===== config.mk =====
export PLATFORM = sky130hd
export DESIGN_NAME = sig_bus_arbiter
export DESIGN_NICKNAME = d
export VERILOG_FILES = /design/src/rtl/sig_bus_arbiter.sv
export SDC_FILE = /design/constraint.sdc
export NUM_CORES = 1
export LEC_CHECK = 0
export CAP_MARGIN = 0
export CORE_ASPECT_RATIO = 2
export CORE_MARGIN = 2
export CORE_UTILIZATION = 40
export DETAILED_ROUTE_END_ITERATION = 12
export GPL_TIMING_DRIVEN = 1
export HOLD_SLACK_MARGIN = 0.05
export PLACE_DENSITY = 0.83
export SYNTH_ARGS = -nofsm -noshare
export SYNTH_HDL_FRONTEND = slang
export SYNTH_SLANG_ARGS = --single-unit

===== constraint.sdc =====
create_clock -name clk -period 4.2 [get_ports clk]
set_input_delay 0.84 -clock clk [delete_from_list [all_inputs] [get_ports clk]]
set_output_delay 0.84 -clock clk [all_outputs]
set_load 0.005 [all_outputs]

===== src/rtl/sig_bus_arbiter.sv =====
// -----------------------------------------------------------------------------
// sig_bus_arbiter
//
// Round-robin arbiter that shares one registered WIDTH-bit data path among
// N_REQ producers. A grant stays with one producer for at most MAX_BURST
// accepted beats, then rotates. Beats leave on a single registered output
// stream with a valid/ready handshake. Full throughput of one beat per cycle
// is possible because a new beat may be taken in the same cycle the previous
// one is consumed.
//
// Ports:
//   clk        in   clock, all logic on posedge
//   rst        in   synchronous reset, active-high, highest priority
//   req        in   [N_REQ]        per-requester request, held until accepted
//   req_data   in   [N_REQ*WIDTH]  slice i = req_data[i*WIDTH +: WIDTH]
//   gnt        out  [N_REQ]        registered one-hot grant, zero when idle
//   accept     out  [N_REQ]        combinational one-hot "beat taken" pulse
//   out_data   out  [WIDTH]        registered output data
//   out_valid  out                 out_data holds an unconsumed beat
//   out_ready  in                  consumer takes out_data when out_valid=1
// -----------------------------------------------------------------------------

// Invariant monitor: grant is zero/one-hot, accept is inside grant, and the
// burst counter never passes its limit.
module sig_bus_arbiter_chk #(
  parameter int N_REQ     = 4,
  parameter int MAX_BURST = 4
) (
  input logic             clk,
  input logic             rst,
  input logic [N_REQ-1:0] gnt,
  input logic [N_REQ-1:0] accept,
  input logic [3:0]       beat_cnt
);

  a_gnt_onehot0: assert property (@(posedge clk) disable iff (rst) $onehot0(gnt));

  a_accept_in_gnt: assert property (@(posedge clk) disable iff (rst)
    (accept & ~gnt) == '0);

  a_beat_bound: assert property (@(posedge clk) disable iff (rst)
    beat_cnt <= 4'(MAX_BURST));

endmodule

module sig_bus_arbiter #(
  parameter int N_REQ     = 4,
  parameter int WIDTH     = 8,
  parameter int MAX_BURST = 4
) (
  input  logic                   clk,
  input  logic                   rst,
  input  logic [N_REQ-1:0]       req,
  input  logic [N_REQ*WIDTH-1:0] req_data,
  output logic [N_REQ-1:0]       gnt,
  output logic [N_REQ-1:0]       accept,
  output logic [WIDTH-1:0]       out_data,
  output logic                   out_valid,
  input  logic                   out_ready
);

  localparam int IDX_W = (N_REQ > 1) ? $clog2(N_REQ) : 1;

  typedef enum logic [0:0] {
    IDLE  = 1'b0,
    GRANT = 1'b1
  } state_t;

  // Round-robin pick: first requester found scanning upward from lw+1,
  // wrapping modulo N_REQ. lw itself is checked last, so a lone requester
  // that just finished its burst is picked again.
  function automatic logic [IDX_W-1:0] rr_pick(input logic [N_REQ-1:0] r,
                                                input logic [IDX_W-1:0] lw);
    logic [IDX_W-1:0] pick;
    logic [IDX_W-1:0] cand;
    logic             found;
    pick  = lw;
    found = 1'b0;
    for (int k = 1; k <= N_REQ; k++) begin
      cand = IDX_W'((int'(lw) + k) % N_REQ);
      if (!found && r[cand]) begin
        pick  = cand;
        found = 1'b1;
      end
    end
    return pick;
  endfunction

  // Index to one-hot grant vector.
  function automatic logic [N_REQ-1:0] to_onehot(input logic [IDX_W-1:0] idx);
    logic [N_REQ-1:0] oh;
    oh      = '0;
    oh[idx] = 1'b1;
    return oh;
  endfunction

  state_t             state_r;
  state_t             state_nxt_s;
  logic [N_REQ-1:0]   gnt_r;
  logic [N_REQ-1:0]   gnt_nxt_s;
  logic [IDX_W-1:0]   last_winner_r;
  logic [IDX_W-1:0]   last_winner_nxt_s;
  logic [3:0]         beat_cnt_r;
  logic [3:0]         beat_cnt_nxt_s;
  logic [WIDTH-1:0]   out_data_r;
  logic               out_valid_r;

  logic               slot_free_s;
  logic [N_REQ-1:0]   accept_s;
  logic               any_req_s;
  logic               any_accept_s;
  logic               granted_req_s;
  logic [IDX_W-1:0]   pick_s;
  logic [3:0]         beat_inc_s;
  logic               burst_done_s;
  logic               release_s;
  logic [WIDTH-1:0]   acc_data_s;

  // The output register can take a beat when empty or being drained now.
  assign slot_free_s   = ~out_valid_r | out_ready;
  assign accept_s      = gnt_r & req & {N_REQ{slot_free_s & ~rst}};
  assign any_req_s     = |req;
  assign any_accept_s  = |accept_s;
  assign granted_req_s = |(gnt_r & req);
  assign pick_s        = rr_pick(req, last_winner_r);
  assign beat_inc_s    = beat_cnt_r + {3'b000, any_accept_s};
  assign burst_done_s  = any_accept_s & (beat_inc_s == 4'(MAX_BURST));
  // Grant holder withdrew, or this accept used up its burst allowance.
  assign release_s     = ~granted_req_s | burst_done_s;

  // Select the accepted slice; accept is one-hot so an AND-OR mux suffices.
  always_comb begin
    acc_data_s = '0;
    for (int i = 0; i < N_REQ; i++) begin
      acc_data_s = acc_data_s | (req_data[i*WIDTH +: WIDTH] & {WIDTH{accept_s[i]}});
    end
  end

  // Arbitration FSM next-state: grant, last winner and burst counter.
  always_comb begin
    state_nxt_s       = state_r;
    gnt_nxt_s         = gnt_r;
    last_winner_nxt_s = last_winner_r;
    beat_cnt_nxt_s    = beat_cnt_r;
    case (state_r)
      IDLE: begin
        if (any_req_s) begin
          gnt_nxt_s         = to_onehot(pick_s);
          last_winner_nxt_s = pick_s;
          beat_cnt_nxt_s    = 4'd0;
          state_nxt_s       = GRANT;
        end else begin
          gnt_nxt_s   = '0;
          state_nxt_s = IDLE;
        end
      end
      GRANT: begin
        if (release_s) begin
          // Re-arbitrate on the releasing edge; last_winner already holds
          // the outgoing grantee so it naturally gets lowest priority.
          if (any_req_s) begin
            gnt_nxt_s         = to_onehot(pick_s);
            last_winner_nxt_s = pick_s;
            beat_cnt_nxt_s    = 4'd0;
            state_nxt_s       = GRANT;
          end else begin
            gnt_nxt_s      = '0;
            beat_cnt_nxt_s = 4'd0;
            state_nxt_s    = IDLE;
          end
        end else begin
          beat_cnt_nxt_s = beat_inc_s;
        end
      end
      default: begin
        gnt_nxt_s      = '0;
        beat_cnt_nxt_s = 4'd0;
        state_nxt_s    = IDLE;
      end
    endcase
  end

  // Arbitration FSM state registers.
  always_ff @(posedge clk) begin
    if (rst) begin
      state_r       <= IDLE;
      gnt_r         <= '0;
      last_winner_r <= IDX_W'(N_REQ - 1);
      beat_cnt_r    <= 4'd0;
    end else begin
      state_r       <= state_nxt_s;
      gnt_r         <= gnt_nxt_s;
      last_winner_r <= last_winner_nxt_s;
      beat_cnt_r    <= beat_cnt_nxt_s;
    end
  end

  // Output stage: load on accept, clear valid when drained, else hold.
  always_ff @(posedge clk) begin
    if (rst) begin
      out_data_r  <= '0;
      out_valid_r <= 1'b0;
    end else if (any_accept_s) begin
      out_data_r  <= acc_data_s;
      out_valid_r <= 1'b1;
    end else if (out_ready && out_valid_r) begin
      out_data_r  <= out_data_r;
      out_valid_r <= 1'b0;
    end else begin
      out_data_r  <= out_data_r;
      out_valid_r <= out_valid_r;
    end
  end

  assign gnt       = gnt_r;
  assign accept    = accept_s;
  assign out_data  = out_data_r;
  assign out_valid = out_valid_r;

  sig_bus_arbiter_chk #(
    .N_REQ     (N_REQ),
    .MAX_BURST (MAX_BURST)
  ) u_chk (
    .clk      (clk),
    .rst      (rst),
    .gnt      (gnt_r),
    .accept   (accept_s),
    .beat_cnt (beat_cnt_r)
  );

endmodule

==> flow_summary.ini, run 1 <==
[clock_tree]
cts.path.max_buffers = 2
ctsHoldBuffers = 0
cts-htree-levels = 1
clk_latency_ns = 0.25
clk_pin_slew_ns = 0.07
post_cts.repair.setup_buffers = 0
cts_resized = 0
cts_made_buffers = 3
clkSinkCount = 20
clock-root-buffer = clkbuf_8
cts_tree = yes

[timing]
rsz0062_at_grt = no
final.period_utilization = 0.854
finalSetupTns_ns = 0
setup_viol = 0
period_minus_slack_ns = 3.59
hold_viol = 0
drv_slew = 0
slew_headroom = 0.576
fin_hold_ws_ns = 0.490
fin_skew_ns = 0.00119
tightest_slew_ns = 0.633
fmax_ghz = 0.279

[critical_path]
critPathArrivalTime_ns = 2.75
r2r-end = last_winner_r[1]$_SDFFE_PP1P_
path_buf_inv = 2
cp_common_cell = clkdlybuf4s50_1
cp.depth = 3
slowest_stage = clkdlybuf4s50_1
worstPathMaxFanout = 14
worst-endpoint-required_ns = 3.36
path_cells = clkdlybuf4s50_1, nor3_2, clkdlybuf4s50_1
critical_path_class = input pin to output pin
cp-startpoint = rst
r2r_start = out_valid$_SDFFE_PP0P_
cpPeakStageDelay_ns = 0.64
crit_path_end_kind = output pin
r2r_slack_ns = 1.41
r2r_cells = 11
cp-start-kind = input pin
crit_family = buffers and inverters

[yosys]
synth_mux_area_frac = 0.00861
synth_seq_cells = 20
synthAdderAreaFrac = 0.0215
ys_seq_area_frac = 0.344
syn-num-nets = 171
synth_simple_gate_area_frac = 0.273
synth_top_family_by_area = simple AND/OR/NAND/NOR gates
yosys_warnings = 0
syn-instance-count = 130
syn_area_sq_mm = 0.00116
synth-compound-area-share = 0.272
synth_cell_types = 39
syn_avg_cell_area_sq_um = 8.94
synthXorXnorAreaFrac = 0.00753

[floorplanning]
ios = 56
rows = 27
dieHeight_um = 80.2
coreArea_sq_mm = 0.00277
start_util = 0.420
die_area_sq_mm = 0.00338
fp.dieW_um = 42.1

[final_layout]
layout_common_cells = 55 x clkdlybuf4s50_1, 20 x dfxtp_1, 12 x o21ai_0
area_growth_pct = 50.9
final_nets = 226
num_antenna_cells = 0
layout_commonest_cell = clkdlybuf4s50_1
layout-drive-gt1-share = 0.0815

[drt]
drc_errors = 0
ant_nets = 0
vias = 1240
routed_wl_um = 3230
wire_per_inst_um = 15.2
drt_iter0_markers = 24
drt_first_pass_iters = 4
vias_per_cell = 5.82

[grt]
grt_pass1_vias = 1371
met1_usage = 0.185
grtUsageMet2 = 0.402
met3_usage = 0.0449
grt.total_usage = 0.204
grt_overflow = 0
grt_pass1_wl_um = 5520
grt_start_max_net_pins = 17
antenna_found_initial = 0
busiest_layer = met2

[placed_design]
finalWeightedCongestion = 0.810
portBuffers = 55
dp_hpwl_um = 2690

[pwr]
p_int_w = 0.000375
p_sw_w = 0.000134
p_leak_nw = 0.620
switching_share = 0.263
ir_drop_mv = 0.229
p_clk_frac = 0.280
powerDensity_mw_per_mm2 = 290
p_seq_frac = 0.425
power_frac_comb = 0.295

[hold_path]
hold_path_end = out_data[0]$_SDFFE_PP0N_
hold_start = out_data[0]$_SDFFE_PP0N_
hp-class = register to register
hold_depth = 2

[status]
status = complete, no violations

[run]
drv_cap = 0
[cells by family (layout without fill, tap and decap cells)]
kind of cell,Yosys count,in the layout
compound gates,44,44
xor+xnor,1,1
fa+ha+maj,2,2
buf+inv,11,65
flops,20,20
mux,1,1
simple gates,51,51
[area by class of cell]
type                            instances  area (sq um)
Timing Repair Buffer                   58           573
Inverter                                3          11.3
Fill cell                             226          1020
Clock buffer                            4          55.1
Multi-Input combinational cell         99           678
Tap cell                               29          36.3
Sequential cell                        20           400
[power groups by stage]
stage | registers [W] | logic [W] | clock network (W)
final | 0.000216 | 0.000150 | 0.000143
after global routing | 0.000218 | 0.000166 | 0.000154
after CTS | 0.000216 | 0.000151 | 0.000147
after detailed placement | 0.000221 | 0.000150 | 0
after global placement | 0.000220 | 0.000147 | 0
after floorplan | 0.000219 | 0.0000788 | 0
[tightest hold or removal path: cells and delay by family, from the launching register on]
family             cells  cell delay [ns]
and+or+nand+nor        1             0.07
AOI/OAI and AO/OA      1             0.06
DFF                    1             0.31
[worst max path at each step]
stage,end
2_1_floorplan,last_winner_r[1]$_SDFFE_PP1P_
5_1_grt,accept[0]
3_5_place_dp,last_winner_r[1]$_SDFFE_PP1P_
4_1_cts,accept[0]
3_3_place_gp,last_winner_r[1]$_SDFFE_PP1P_
6_report,accept[0]
[routing by layer]
metal | wire, um | part of all wire | vias to the layer above
met3 | 233 | 0.072 | 6
met1 | 1170 | 0.36 | 587
met2 | 1760 | 0.54 | 52
met5 | 0 | 0 | -
met4 | 62 | 0.019 | 0
li1 | - | - | 595
[Yosys cell counts (all sizes together)]
cell type / n / area [sq um]
nand2b: 8 / 57.6
a221oi: 8 / 70.1
xnor2: 1 / 8.76
a21oi: 3 / 15.0
ha: 2 / 25.0
a211o: 2 / 17.5
nand3b: 8 / 60.1
and3: 2 / 13.8
mux2i: 1 / 10.0
dfxtp: 20 / 400
and4: 1 / 8.76
a22oi: 3 / 22.5
a22o: 8 / 70.1
nor2: 9 / 33.8
nand3: 2 / 10.0
nand4: 2 / 12.5
o21ai: 16 / 80.1
o41ai: 1 / 16.3
clkbuf: 4 / 45.0
or3: 1 / 6.26
nand4b: 2 / 17.5
and2: 1 / 6.26
buf: 4 / 27.5
nor3: 4 / 35.0
nor2b: 3 / 18.8
a41oi: 1 / 8.76
a21o: 2 / 16.3
inv: 3 / 11.3
nand2: 8 / 37.5
[through the flow]
stage	power [W]	cell area [sq um]	std cells	util	worst slack, ns
3_5_place_dp	0.000370	1700	209	0.613	0.466
6_report	0.000509	1750	213	0.633	0.613
4_1_cts	0.000514	1750	213	0.633	0.569
5_1_grt	0.000538	1750	213	0.633	0.444
2_1_floorplan	0.000298	1160	130	-	0.926
3_3_place_gp	0.000366	1700	209	0.613	0.516
[sequential cells by signal (all words and copies together), names as in the netlist]
name and cells:
gnt 4, last_winner_r 2, state_r 1, out_data 8, out_valid 1, beat_cnt_r 4
(Power assumes the default switching activity.)
==> run 2, diff against run 1 <==
--- a/config.mk
+++ b/config.mk
@@ -13,6 +13,7 @@
 export GPL_TIMING_DRIVEN = 1
 export HOLD_SLACK_MARGIN = 0.05
 export PLACE_DENSITY = 0.83
+export SLEW_MARGIN = 20
 export SYNTH_ARGS = -nofsm -noshare
 export SYNTH_HDL_FRONTEND = slang
 export SYNTH_SLANG_ARGS = --single-unit
==> results of run 2 <==
Same layout as run 1: the final DEF is identical, and so are final timing and power.
==> run 3, diff against run 2 <==
--- a/config.mk
+++ b/config.mk
@@ -6,13 +6,15 @@
 export NUM_CORES = 1
 export LEC_CHECK = 0
 export CAP_MARGIN = 0
+export CELL_PAD_IN_SITES_DETAIL_PLACEMENT = 1
+export CELL_PAD_IN_SITES_GLOBAL_PLACEMENT = 2
 export CORE_ASPECT_RATIO = 2
 export CORE_MARGIN = 2
-export CORE_UTILIZATION = 40
+export CORE_UTILIZATION = 22
 export DETAILED_ROUTE_END_ITERATION = 12
 export GPL_TIMING_DRIVEN = 1
 export HOLD_SLACK_MARGIN = 0.05
-export PLACE_DENSITY = 0.83
+export PLACE_DENSITY = 0.82
 export SLEW_MARGIN = 20
 export SYNTH_ARGS = -nofsm -noshare
 export SYNTH_HDL_FRONTEND = slang
==> flow_summary.ini, run 3 (synthesis results as in run 1) <==
[critical_path]
critPathArrivalTime_ns = 3.70
worst-endpoint-required_ns = 4.36
path_cells = clkdlybuf4s50_1, nand2_1, and4_1, or3_1, inv_1, ha_1, ha_1, nand2b_4, a211o_1, o41ai_2, buf_4, nand2_4, a211o_1
r2r-end = last_winner_r[1]$_SDFFE_PP1P_
r2r_slack_ns = 1.40
critical_path_class = input pin to register
path_buf_inv = 3
worstPathMaxFanout = 10
r2r_cells = 12
cp-start-kind = input pin
cpPeakStageDelay_ns = 0.55
crit_family = buffers and inverters
r2r_start = gnt[0]$_SDFFE_PP0P_
slowest_stage = clkdlybuf4s50_1
crit_path_end_kind = register

[drt]
routed.top_layer = met4
ant_nets = 0
routed_wl_um = 4100
met3_length_um = 144
wire_per_inst_um = 16.7
drt_iter0_markers = 23
dr_wl_met2_um = 2370
wl_met1_um = 1490
vias_per_cell = 4.99
drc_errors = 0
vias = 1227
drt_first_pass_iters = 3

[floorplanning]
start_util = 0.226
die_area_sq_mm = 0.00592
fp.dieW_um = 55.4
rows = 37
dieHeight_um = 107
ios = 56
coreArea_sq_mm = 0.00514

[clock_tree]
clkSinkCount = 20
cts_resized = 0
cts-htree-levels = 1
cts_made_buffers = 3
post_cts.repair.setup_buffers = 0
clk_latency_ns = 0.26
ctsHoldBuffers = 0
cts.path.max_buffers = 2
clk_pin_slew_ns = 0.08
clock-root-buffer = clkbuf_8
cts_tree = yes

[timing]
finalSetupTns_ns = 0
period_minus_slack_ns = 3.55
drv_slew = 0
fmax_ghz = 0.282
fin_ws_ns = 0.655
tightest_slew_ns = 0.440
rsz0062_at_grt = no
setup_viol = 0
slew_headroom = 0.703
hold_viol = 0
fin_skew_ns = 0.00528
fin_hold_ws_ns = 0.484
final.period_utilization = 0.844

[pwr]
powerDensity_mw_per_mm2 = 309
p_leak_nw = 0.649
ir_drop_mv = 0.194

[final_layout]
largest_register_ff_count = 8
final_nets = 230
layout-drive-gt1-share = 0.101
postLayoutCoreUtil = 0.357
area_growth_pct = 58.0
layout_common_cells = 55 x clkdlybuf4s50_1, 20 x dfxtp_1, 12 x o21ai_0
fin_area_sq_mm = 0.00184
layout_commonest_cell = clkdlybuf4s50_1
num_antenna_cells = 0

[run]
drv_cap = 0

[hold_path]
hold_start = out_data[1]$_SDFFE_PP0N_
hold_path_end = out_data[1]$_SDFFE_PP0N_
hold_depth = 2
hp-class = register to register

[placed_design]
dp_hpwl_um = 3300
placed_cell_area_sq_mm = 0.00177
finalWeightedCongestion = 0.789
dp_worst_setup_slack_ns = 0.369
portBuffers = 55

[grt]
grt.total_usage = 0.144
grt_overflow = 0
grt_start_max_net_pins = 27
grt_pass1_wl_um = 6670
antenna_found_initial = 0
grt_pass1_vias = 1348

[status]
status = complete, no violations
[run 3: worst max-delay path by stage]
| stage | startpoint | endpoint | slack, ns | depth (start not counted) |
|---|---|---|---|---|
| 2_1_floorplan | req[1] | last_winner_r[1]$_SDFFE_PP1P_ | 0.93 | 14 |
| 3_3_place_gp | req[1] | last_winner_r[1]$_SDFFE_PP1P_ | 0.47 | 13 |
| 3_5_place_dp | req[1] | last_winner_r[1]$_SDFFE_PP1P_ | 0.37 | 13 |
| 4_1_cts | req[1] | last_winner_r[1]$_SDFFE_PP1P_ | 0.65 | 13 |
| 5_1_grt | req[1] | last_winner_r[1]$_SDFFE_PP1P_ | 0.44 | 13 |
| 6_report | req[1] | last_winner_r[1]$_SDFFE_PP1P_ | 0.65 | 13 |
[run 3: layer usage]
| metal | vias up | GRT usage |
|---|---|---|
| met5 | - | 0 |
| met1 | 579 | 0.137 |
| li1 | 606 | - |
| met3 | 6 | 0.0169 |
| met2 | 36 | 0.293 |
| met4 | 0 | 0.0645 |
[run 3: per-stage QoR]
stage	instances	total power, W
6_report	246	0.000568
5_1_grt	246	0.000600
4_1_cts	246	0.000578
3_5_place_dp	242	0.000380
3_3_place_gp	242	0.000380
2_1_floorplan	130	0.000298
[run 3: worst min-delay path, stage by stage, from the launching register on]
cell      delay [ns]
dfxtp_1         0.31
nand3b_1        0.07
o21ai_1         0.06
[run 3: final cells by class]
type                            count  area (sq um)
Tap cell                           58          72.6
Sequential cell                    20           400
Timing Repair Buffer               62           603
Clock inverter                      1          30.0
Clock buffer                        3          41.3
Inverter                            3          11.3
Fill cell                         622          3300
Multi-Input combinational cell     99           678
[run 3: power breakdown]
| group | internal (W) | total, W | switching [W] | leakage [nW] |
|---|---|---|---|---|
| Combinational | 0.0000895 | 0.000156 | 0.0000661 | 0.450 |
| Sequential | 0.000205 | 0.000218 | 0.0000133 | 0.163 |
| Clock | 0.000127 | 0.000195 | 0.0000674 | 0.0357 |
